==> src/rtl/multi_timer_if.sv <==
// Control/status bundle between the APB register file and the multi-channel timer.
// Channel i occupies bits [i*TIMER_BITS +: TIMER_BITS] of load_value and count.
interface multi_timer_if #(
  parameter int unsigned CHANNELS      = 4,
  parameter int unsigned TIMER_BITS    = 16,
  parameter int unsigned PRESCALE_BITS = 8
);
  logic [PRESCALE_BITS-1:0]       prescale;
  logic [CHANNELS-1:0]            start;
  logic [CHANNELS-1:0]            stop;
  logic [CHANNELS-1:0]            auto_reload;
  logic [CHANNELS*TIMER_BITS-1:0] load_value;
  logic [CHANNELS-1:0]            irq_clear;
  logic [CHANNELS*TIMER_BITS-1:0] count;
  logic [CHANNELS-1:0]            running;
  logic [CHANNELS-1:0]            expired;
  logic [CHANNELS-1:0]            irq_flag;
  logic                           irq;

  modport master (
    output prescale, start, stop, auto_reload, load_value, irq_clear,
    input  count, running, expired, irq_flag, irq
  );

  modport slave (
    input  prescale, start, stop, auto_reload, load_value, irq_clear,
    output count, running, expired, irq_flag, irq
  );
endinterface

==> src/rtl/multi_timer.sv <==
// N-channel down-counting timer with a shared free-running prescaler,
// per-channel one-shot/auto-reload, start/stop control and sticky IRQ flags.
module multi_timer #(
  parameter int unsigned CHANNELS      = 4,
  parameter int unsigned TIMER_BITS    = 16,
  parameter int unsigned PRESCALE_BITS = 8
) (
  input  logic         clk,
  input  logic         rst_n,
  multi_timer_if.slave tmr
);

  typedef enum logic {
    S_IDLE = 1'b0,
    S_RUN  = 1'b1
  } state_e;

  state_e                   r_state   [CHANNELS];
  logic [TIMER_BITS-1:0]    r_count   [CHANNELS];
  logic [CHANNELS-1:0]      r_running;
  logic [CHANNELS-1:0]      r_expired;
  logic [CHANNELS-1:0]      r_irq_flag;
  logic [PRESCALE_BITS-1:0] r_pre_cnt;

  logic                     w_tick;
  logic [TIMER_BITS-1:0]    w_load    [CHANNELS];
  logic [CHANNELS-1:0]      w_expire;

  // >= rather than == so that lowering prescale mid-count never forces a wrap
  always_comb begin
    w_tick = (r_pre_cnt >= tmr.prescale);
  end

  always_ff @(posedge clk or negedge rst_n) begin
    if (!rst_n) begin
      r_pre_cnt <= '0;
    end else if (w_tick) begin
      r_pre_cnt <= '0;
    end else begin
      r_pre_cnt <= r_pre_cnt + PRESCALE_BITS'(1);
    end
  end

  // Expiry only when neither stop nor start claims the cycle
  always_comb begin
    for (int unsigned i = 0; i < CHANNELS; i++) begin
      w_load[i]   = tmr.load_value[i*TIMER_BITS +: TIMER_BITS];
      w_expire[i] = !tmr.stop[i] && !tmr.start[i] && w_tick &&
                    (r_state[i] == S_RUN) && (r_count[i] == '0);
    end
  end

  always_ff @(posedge clk or negedge rst_n) begin
    if (!rst_n) begin
      for (int unsigned i = 0; i < CHANNELS; i++) begin
        r_state[i] <= S_IDLE;
        r_count[i] <= '0;
      end
      r_running  <= '0;
      r_expired  <= '0;
      r_irq_flag <= '0;
    end else begin
      for (int unsigned i = 0; i < CHANNELS; i++) begin
        r_expired[i]  <= w_expire[i];
        r_irq_flag[i] <= w_expire[i] | (r_irq_flag[i] & ~tmr.irq_clear[i]);
        if (tmr.stop[i]) begin
          r_state[i]   <= S_IDLE;
          r_running[i] <= 1'b0;
        end else if (tmr.start[i]) begin
          r_count[i]   <= w_load[i];
          r_state[i]   <= S_RUN;
          r_running[i] <= 1'b1;
        end else if (w_tick && (r_state[i] == S_RUN)) begin
          if (r_count[i] != '0) begin
            r_count[i] <= r_count[i] - TIMER_BITS'(1);
          end else if (tmr.auto_reload[i]) begin
            r_count[i] <= w_load[i];
          end else begin
            r_state[i]   <= S_IDLE;
            r_running[i] <= 1'b0;
          end
        end
      end
    end
  end

  always_comb begin
    tmr.count = '0;
    for (int unsigned i = 0; i < CHANNELS; i++) begin
      tmr.count[i*TIMER_BITS +: TIMER_BITS] = r_count[i];
    end
  end

  assign tmr.running  = r_running;
  assign tmr.expired  = r_expired;
  assign tmr.irq_flag = r_irq_flag;
  assign tmr.irq      = |r_irq_flag;

endmodule

==> src/flat_wrapper.sv <==
// flat-port wrapper written by rule: the top's interface ports become plain ports
module multi_timer_flat 
#(
  parameter int unsigned CHANNELS      = 4,
  parameter int unsigned TIMER_BITS    = 16,
  parameter int unsigned PRESCALE_BITS = 8
)
  (clk, rst_n, tmr_prescale, tmr_start, tmr_stop, tmr_auto_reload, tmr_load_value, tmr_irq_clear, tmr_count, tmr_running, tmr_expired, tmr_irq_flag, tmr_irq);
  multi_timer_if #(.CHANNELS(CHANNELS), .TIMER_BITS(TIMER_BITS), .PRESCALE_BITS(PRESCALE_BITS)) tmr_i ();
  input  logic clk;
  input  logic rst_n;
  input wire logic [$bits(tmr_i.prescale)-1:0] tmr_prescale;
  input wire logic [$bits(tmr_i.start)-1:0] tmr_start;
  input wire logic [$bits(tmr_i.stop)-1:0] tmr_stop;
  input wire logic [$bits(tmr_i.auto_reload)-1:0] tmr_auto_reload;
  input wire logic [$bits(tmr_i.load_value)-1:0] tmr_load_value;
  input wire logic [$bits(tmr_i.irq_clear)-1:0] tmr_irq_clear;
  output wire logic [$bits(tmr_i.count)-1:0] tmr_count;
  output wire logic [$bits(tmr_i.running)-1:0] tmr_running;
  output wire logic [$bits(tmr_i.expired)-1:0] tmr_expired;
  output wire logic [$bits(tmr_i.irq_flag)-1:0] tmr_irq_flag;
  output wire logic [$bits(tmr_i.irq)-1:0] tmr_irq;
  assign tmr_i.prescale = tmr_prescale;
  assign tmr_i.start = tmr_start;
  assign tmr_i.stop = tmr_stop;
  assign tmr_i.auto_reload = tmr_auto_reload;
  assign tmr_i.load_value = tmr_load_value;
  assign tmr_i.irq_clear = tmr_irq_clear;
  assign tmr_count = tmr_i.count;
  assign tmr_running = tmr_i.running;
  assign tmr_expired = tmr_i.expired;
  assign tmr_irq_flag = tmr_i.irq_flag;
  assign tmr_irq = tmr_i.irq;
  multi_timer #(.CHANNELS(CHANNELS), .TIMER_BITS(TIMER_BITS), .PRESCALE_BITS(PRESCALE_BITS)) u_core (.clk(clk), .rst_n(rst_n), .tmr(tmr_i));
endmodule
==> config.mk <==
export PLATFORM = sky130hd
export DESIGN_NAME = multi_timer_flat
export DESIGN_NICKNAME = d
export VERILOG_FILES = /design/src/rtl/multi_timer_if.sv /design/src/rtl/multi_timer.sv /design/src/flat_wrapper.sv
export SDC_FILE = /design/constraint.sdc
export NUM_CORES = 1
export LEC_CHECK = 0
export CAP_MARGIN = 0
export CORE_UTILIZATION = 43
export DETAILED_ROUTE_END_ITERATION = 10
export PLACE_DENSITY_LB_ADDON = 0.08
export SETUP_SLACK_MARGIN = 0.5
export SYNTH_ARGS = -nofsm -noshare
export SYNTH_HDL_FRONTEND = slang
export SYNTH_SLANG_ARGS = --single-unit
==> constraint.sdc <==
create_clock -name clk -period 2.5 [get_ports clk]
set_clock_uncertainty 0.15 [all_clocks]
set_input_delay 0.75 -clock clk [delete_from_list [all_inputs] [get_ports clk]]
set_output_delay 0.75 -clock clk [all_outputs]
set_load 0.01 [all_outputs]
Word level (Yosys, flattened, before mapping)

Index checks and enable logic that the tools add are counted.

Add/sub/neg operators: 5
Multipliers: 0
Divide/modulo/power cells: 0
$lt $le $gt $ge: 1
Equal/unequal tests: 8
Shift-type cells: 0
Muxes and demuxes: 37
Bitwise gates (word level): 16
Reductions and logical operators: 57

Operators with widths:

| kind                                                                 | number |
|---|---|
| 16-bit 2-to-1 mux                                                    | 16 |
| 16-bit logical NOT                                                   | 4 |
| 16-bit nonzero test                                                  | 4 |
| 16-bit by 1-bit subtractor with 16-bit output, second input constant | 4 |
| 3-bit != test, second input constant                                 | 8 |
| 3-bit AND reduction                                                  | 8 |
| 3-bit nonzero test                                                   | 8 |
| 1-bit logical AND                                                    | 20 |
| 1-bit 2-to-1 mux                                                     | 20 |
| 8-bit by 1-bit adder with 8-bit output, second input constant        | 1 |
| 8-bit greater-or-equal comparator                                    | 1 |
| 1-bit logical NOT                                                    | 8 |
| 8-bit 2-to-1 mux                                                     | 1 |
| 1-bit NOT                                                            | 8 |
| 2-bit nonzero test                                                   | 4 |
| 1-bit bitwise AND                                                    | 4 |
| 1-bit OR                                                             | 4 |
| 4-bit OR reduction                                                   | 1 |

Bits in registers: 84
Latch bits: 0
RAM bits: 0
Bits in read-only memories: 0
Word-level logic and storage cells: 135
Memories kept: 0

Depth between registers and ports, before layout

Depth in word-level cells: 6
Mapped depth: 10

Worst setup path before layout

No wires, ideal clock.

Kind: input to register
Start: input tmr_prescale[0]
End: register u_core.r_count, in the netlist u_core.tmr.count[48]
Library setup time: 0.087 ns
Arrival time: 2.562 ns
Required time: 2.263 ns
Setup slack: -0.299 ns
Stages on the path: 8
Buffers on the path: 2
Path through: ha_1 > nand2b_1 > a2111oi_2 > o31a_1 > buf_2 > o21ai_1 > clkbuf_1 > o211ai_1

Cells in the longest elaborated chain, start to end: 4

Ends and longest elaborated chain:

| element                              | RTL line           | source |
|---|---|---|
| start: declaration                   | flat_wrapper.sv:12 | `input wire logic [$bits(tmr_i.prescale)-1:0] tmr_prescale;` |
| 8-bit greater-or-equal comparator    | multi_timer.sv:31  | `w_tick = (r_pre_cnt >= tmr.prescale);` |
| 1-bit logical AND                    | multi_timer.sv:73  | `end else if (w_tick && (r_state[i] == S_RUN)) begin` |
| 2-bit nonzero test (no source line)  | n/a                |  |
| 3-bit AND reduction (no source line) | n/a                |  |
| end signal: indexed assignment       | multi_timer.sv:70  | `r_count[i] <= w_load[i];` |
| end signal: indexed assignment       | multi_timer.sv:75  | `r_count[i] <= r_count[i] - TIMER_BITS'(1);` |
| end signal: indexed assignment       | multi_timer.sv:77  | `r_count[i] <= w_load[i];` |
| end: declaration                     | multi_timer.sv:19  | `logic [TIMER_BITS-1:0] r_count [CHANNELS];` |

No other way between the ends.
A chain may end at the register's enable or synchronous reset.

Final worst setup path

Start: register u_core.r_count, in the netlist u_core.tmr.count[0]
End: register u_core.r_count, in the netlist u_core.tmr.count[1]

Cells in the longest elaborated chain, start to end: 4
Elaborated cells between the ends (all ways): 7
Those cells by class: add/sub: 1; mux: 3; reduce/logical: 3

Ends and longest elaborated chain:

| element                                                                              | RTL line                             | source |
|---|---|---|
| 16-bit by 1-bit subtractor with 16-bit output or 16-bit nonzero test (tied branches) | multi_timer.sv:75, multi_timer.sv:74 |  |
| 16-bit 2-to-1 mux                                                                    | multi_timer.sv:74                    | `if (r_count[i] != '0) begin` |
| 16-bit 2-to-1 mux                                                                    | multi_timer.sv:73                    |  |
| 16-bit 2-to-1 mux                                                                    | multi_timer.sv:69                    | `end else if (tmr.start[i]) begin` |

Several ways; a longest one is shown, not always the timed one. The select of a mux whose other input is x is not followed.

==> metrics <==
Clock Power Share=a little under a fifth; CP top delay family=simple AND/OR/NAND/NOR gates; Final Critical Period=between 2 and 3 ns; setup TNS=-0.9959 ns; Worst path max stage delay=~0.57 ns; Pleak=between 4 and 5 nW; Final Hold Fails=0; WP buf/inv=4; reg-to-reg critical path startpoint=u_core.tmr.count[0]; Post-Place Cell Area=0.008398 mm2; Vert. Die Dim=around 120 um; total number of yosys warnings=0; core area=0.01262 mm2; Worst Hold Class=input port to asynchronous set/reset pin; post-place setup slack=-0.8301 ns; power density over cell area=702.7 mW/mm2; Critical Path Start Type=flip-flop; crit-path cells=inv_2 -> ha_4 -> nor4b_4 -> nand2_1 -> or4_4 -> a31oi_4 -> buf_6 -> buf_12 -> buf_16 -> a211oi_4 -> a21oi_2; ys async rst share=100.0%; IO Count=around 170; drt first pass iters=5; CP arrival=2.76 ns; Routed WL=between 20000 and 25000 um; Clock Latency Late Sink=0.35 ns; unrepaired setup endpoints after global routing=true; sw frac=38.69%; outcome=finished, violations left; Worst VDD drop=about 0.00038 V; root buf cell=clkbuf_16; GRT Util Overall=between 30% and 40%; nets=around 1100; number of DRC markers in iteration 0=618; Sw Pwr=2.805 mW; EDFF count, synth=0; syn_nets=773; Initial Utilization=44.00%; Slew @ Worst Pin=approximately 0.66 ns; final instance area=between 0.01 and 0.015 mm2; antenna violations before repair=0; CP Class=flip-flop to flip-flop; area of the multi-input gates=between 0.004 and 0.005 mm2; Sequential Power Share=29.2%; CTS Buf Count=9; Vias/cell=around 6; worst-path maximum fanout=5; # placed instances=roughly 1100; post-synthesis cell count=roughly 670; diodes inserted=0; post-route insts no fill=about 1200; Placer Congestion=just over 0.9; TritonCTS clock tree=yes; final setup margin=-0.1276 ns; CTS sink count=between 80 and 90; Final setup violation count=15; Final Max Slew Viols=0; Antenna Nets Post-Route=0; Max-Cap Viols=0; Clk pin slew, worst setup/hold paths=~0.07 ns; first-pass GRT wire length=between 30000 and 40000 um; Slew HR=a little under three fifths; Critical Path Sink Type=flip-flop; die area=around 0.013 mm2; register area=0.002133 mm2; IO Port Bufs=between 150 and 200; WL/cell=around 20 um; layout cells sized above 1=between 40% and 50%; Worst R2R End=u_core.tmr.count[1]; number of synthesized register bits=84; worst endpoint required time=~2.6 ns; failing checks=negative setup slack; vias in the first global route=6804; sequential fraction of the synthesis area=37.85%; Rows=between 40 and 50; Internal=4.445 mW; reg2reg path depth=11; Die W=about 120 um; vias=a little over 7000; Slowest cell on crit path=or4_4; Tcrit/Tclk final=105.1%; H-tree lvl count=3; distinct cell type count after synthesis=74; total grt overflow=0; reg-to-reg setup timing slack=-0.13 ns; fmax=between 0.3 and 0.4 GHz; Area Growth Syn to Fin=85.78%; post-DP HPWL=~14000 um; Residual DRC=0; Mapped Avg Cell Area=roughly 8.3 um2; largest net degree at the start of global routing=49; Cell Area, Synth=around 0.0056 mm2; clk buf depth=2; Post-synth top flop=dfrtp_1; fill cell count=758; Comb pwr share=52.4%
power groups by stage:
stage / clock, mW / combinational, mW / sequential (mW)
detailed placement: 0 / 2.69 / 2.08
finish: 1.33 / 3.80 / 2.12
floorplan: 0 / 1.18 / 2.19
CTS: 1.32 / 3.25 / 2.06
global route: 1.40 / 4.02 / 2.15
global placement: 0 / 2.62 / 2.07
routing by layer:
metal  vias up  track usage (%)  wire (um)
met3       111            5.439       1785
met4         0            14.53       1085
met5         -                0          0
met2       417            52.53      11290
li1       3213                -          -
met1      3419            40.53       9320
what timing repair did:
| item | 4_1_cts | 5_1_grt |
|---|---|---|
| endpoints found under the hold margin | 0 | 0 |
| gates cloned | 6 | 0 |
| hold buffers | 0 | 0 |
| setup endpoints to repair | 161 | 113 |
| gates resized for setup | 361 | 94 |
| pin swaps | 36 | 37 |
| buffers inserted | 63 | 32 |
kinds of logic after synthesis:
kind of cell | synth area share [%]
adders and majority gates | 3.830
xor gates and xnor gates | 0.9464
DFF | 37.85
and+or+nand+nor | 24.31
muxes | 0.3605
buffers and inverters | 5.205
AOI/OAI and AO/OA | 27.49
worst register-to-register path, stage by stage (launching register included):
cell	delay [ns]
dfrtp_1	0.41
inv_2	0.12
ha_4	0.14
nor4b_4	0.23
nand2_1	0.14
or4_4	0.57
a31oi_4	0.24
buf_6	0.14
buf_12	0.10
buf_16	0.12
a211oi_4	0.04
a21oi_2	0.13
how the worst max path moves through the flow:
stage                                 endpoint  depth (start not counted)                start
after global routing       u_core.tmr.count[1]                         11  u_core.tmr.count[0]
after floorplan           u_core.tmr.count[16]                          9      tmr_prescale[3]
after detailed placement  u_core.tmr.count[24]                         10      tmr_prescale[0]
after global placement    u_core.tmr.count[24]                         10      tmr_prescale[0]
final                      u_core.tmr.count[1]                         11  u_core.tmr.count[0]
after CTS                  u_core.tmr.count[1]                         13      tmr_prescale[0]
placed cells by master (no fill, tap or decap), types with 32 or more instances in the layout:
cell type / instances
dlygate4sd2_1: 33
a21oi_1: 41
nor2_1: 61
buf_4: 136
a21oi_2: 32
dfrtp_1: 59
nand2_1: 34
clkdlybuf4s50_1: 80
buf_6: 61
Yosys cell counts (4+ instances only):
master      n  area share, %
a211oi_1    4           0.54
a21o_1      6           0.81
a21oi_1    74            6.7
a21oi_2     4           0.63
a2bb2oi_1   4           0.63
a31oi_1     7           0.79
and2_1      4           0.45
and3_1      5           0.56
buf_2       9           0.81
buf_6       4           0.81
clkbuf_1   15            1.0
dfrtp_1    84             38
ha_1       17            3.8
inv_1      32            2.2
nand2_1    40            2.7
nand2b_1   10            1.1
nand3_1    31            2.8
nand4_1    10            1.1
nor2_1     69            4.7
nor3_1     27            2.4
nor3b_1     4           0.54
nor4_1     21            2.4
nor4b_1     5           0.79
o211ai_1    6           0.81
o21ai_0    47            4.2
o21ai_1    24            2.2
o31a_1      6           0.95
o31ai_1     9            1.2
or2_2       4           0.45
or3_1       9            1.0
xor2_1      5           0.79
metrics by stage:
step | hold slack [ns] | total power, mW | utilization [%]
after global routing | 0.3550 | 7.566 | 81.75
after global placement | 0.3401 | 4.689 | 66.55
after detailed placement | 0.3506 | 4.769 | 66.55
after CTS | 0.3222 | 6.631 | 77.43
after floorplan | 0.3044 | 3.369 | -
final | 0.3106 | 7.250 | 81.75
area by class of cell:
class                   count  area share [%]
flip-flops and latches     84           20.68
inverters                  32           1.407
clock inverters             1         0.04851
multi-input cells         520           39.42
well taps                 172           2.086
repair buffers            368           33.67
clock buffers              15           2.693
sequential cells by signal, summed over array words and instances, names as in the netlist:
signal	count
u_core.r_pre_cnt	8
u_core.tmr.irq_flag	4
u_core.tmr.count	64
u_core.tmr.running	3
u_core.r_state	1
u_core.tmr.expired	4
Note: power is estimated with default switching activity, not from simulation.
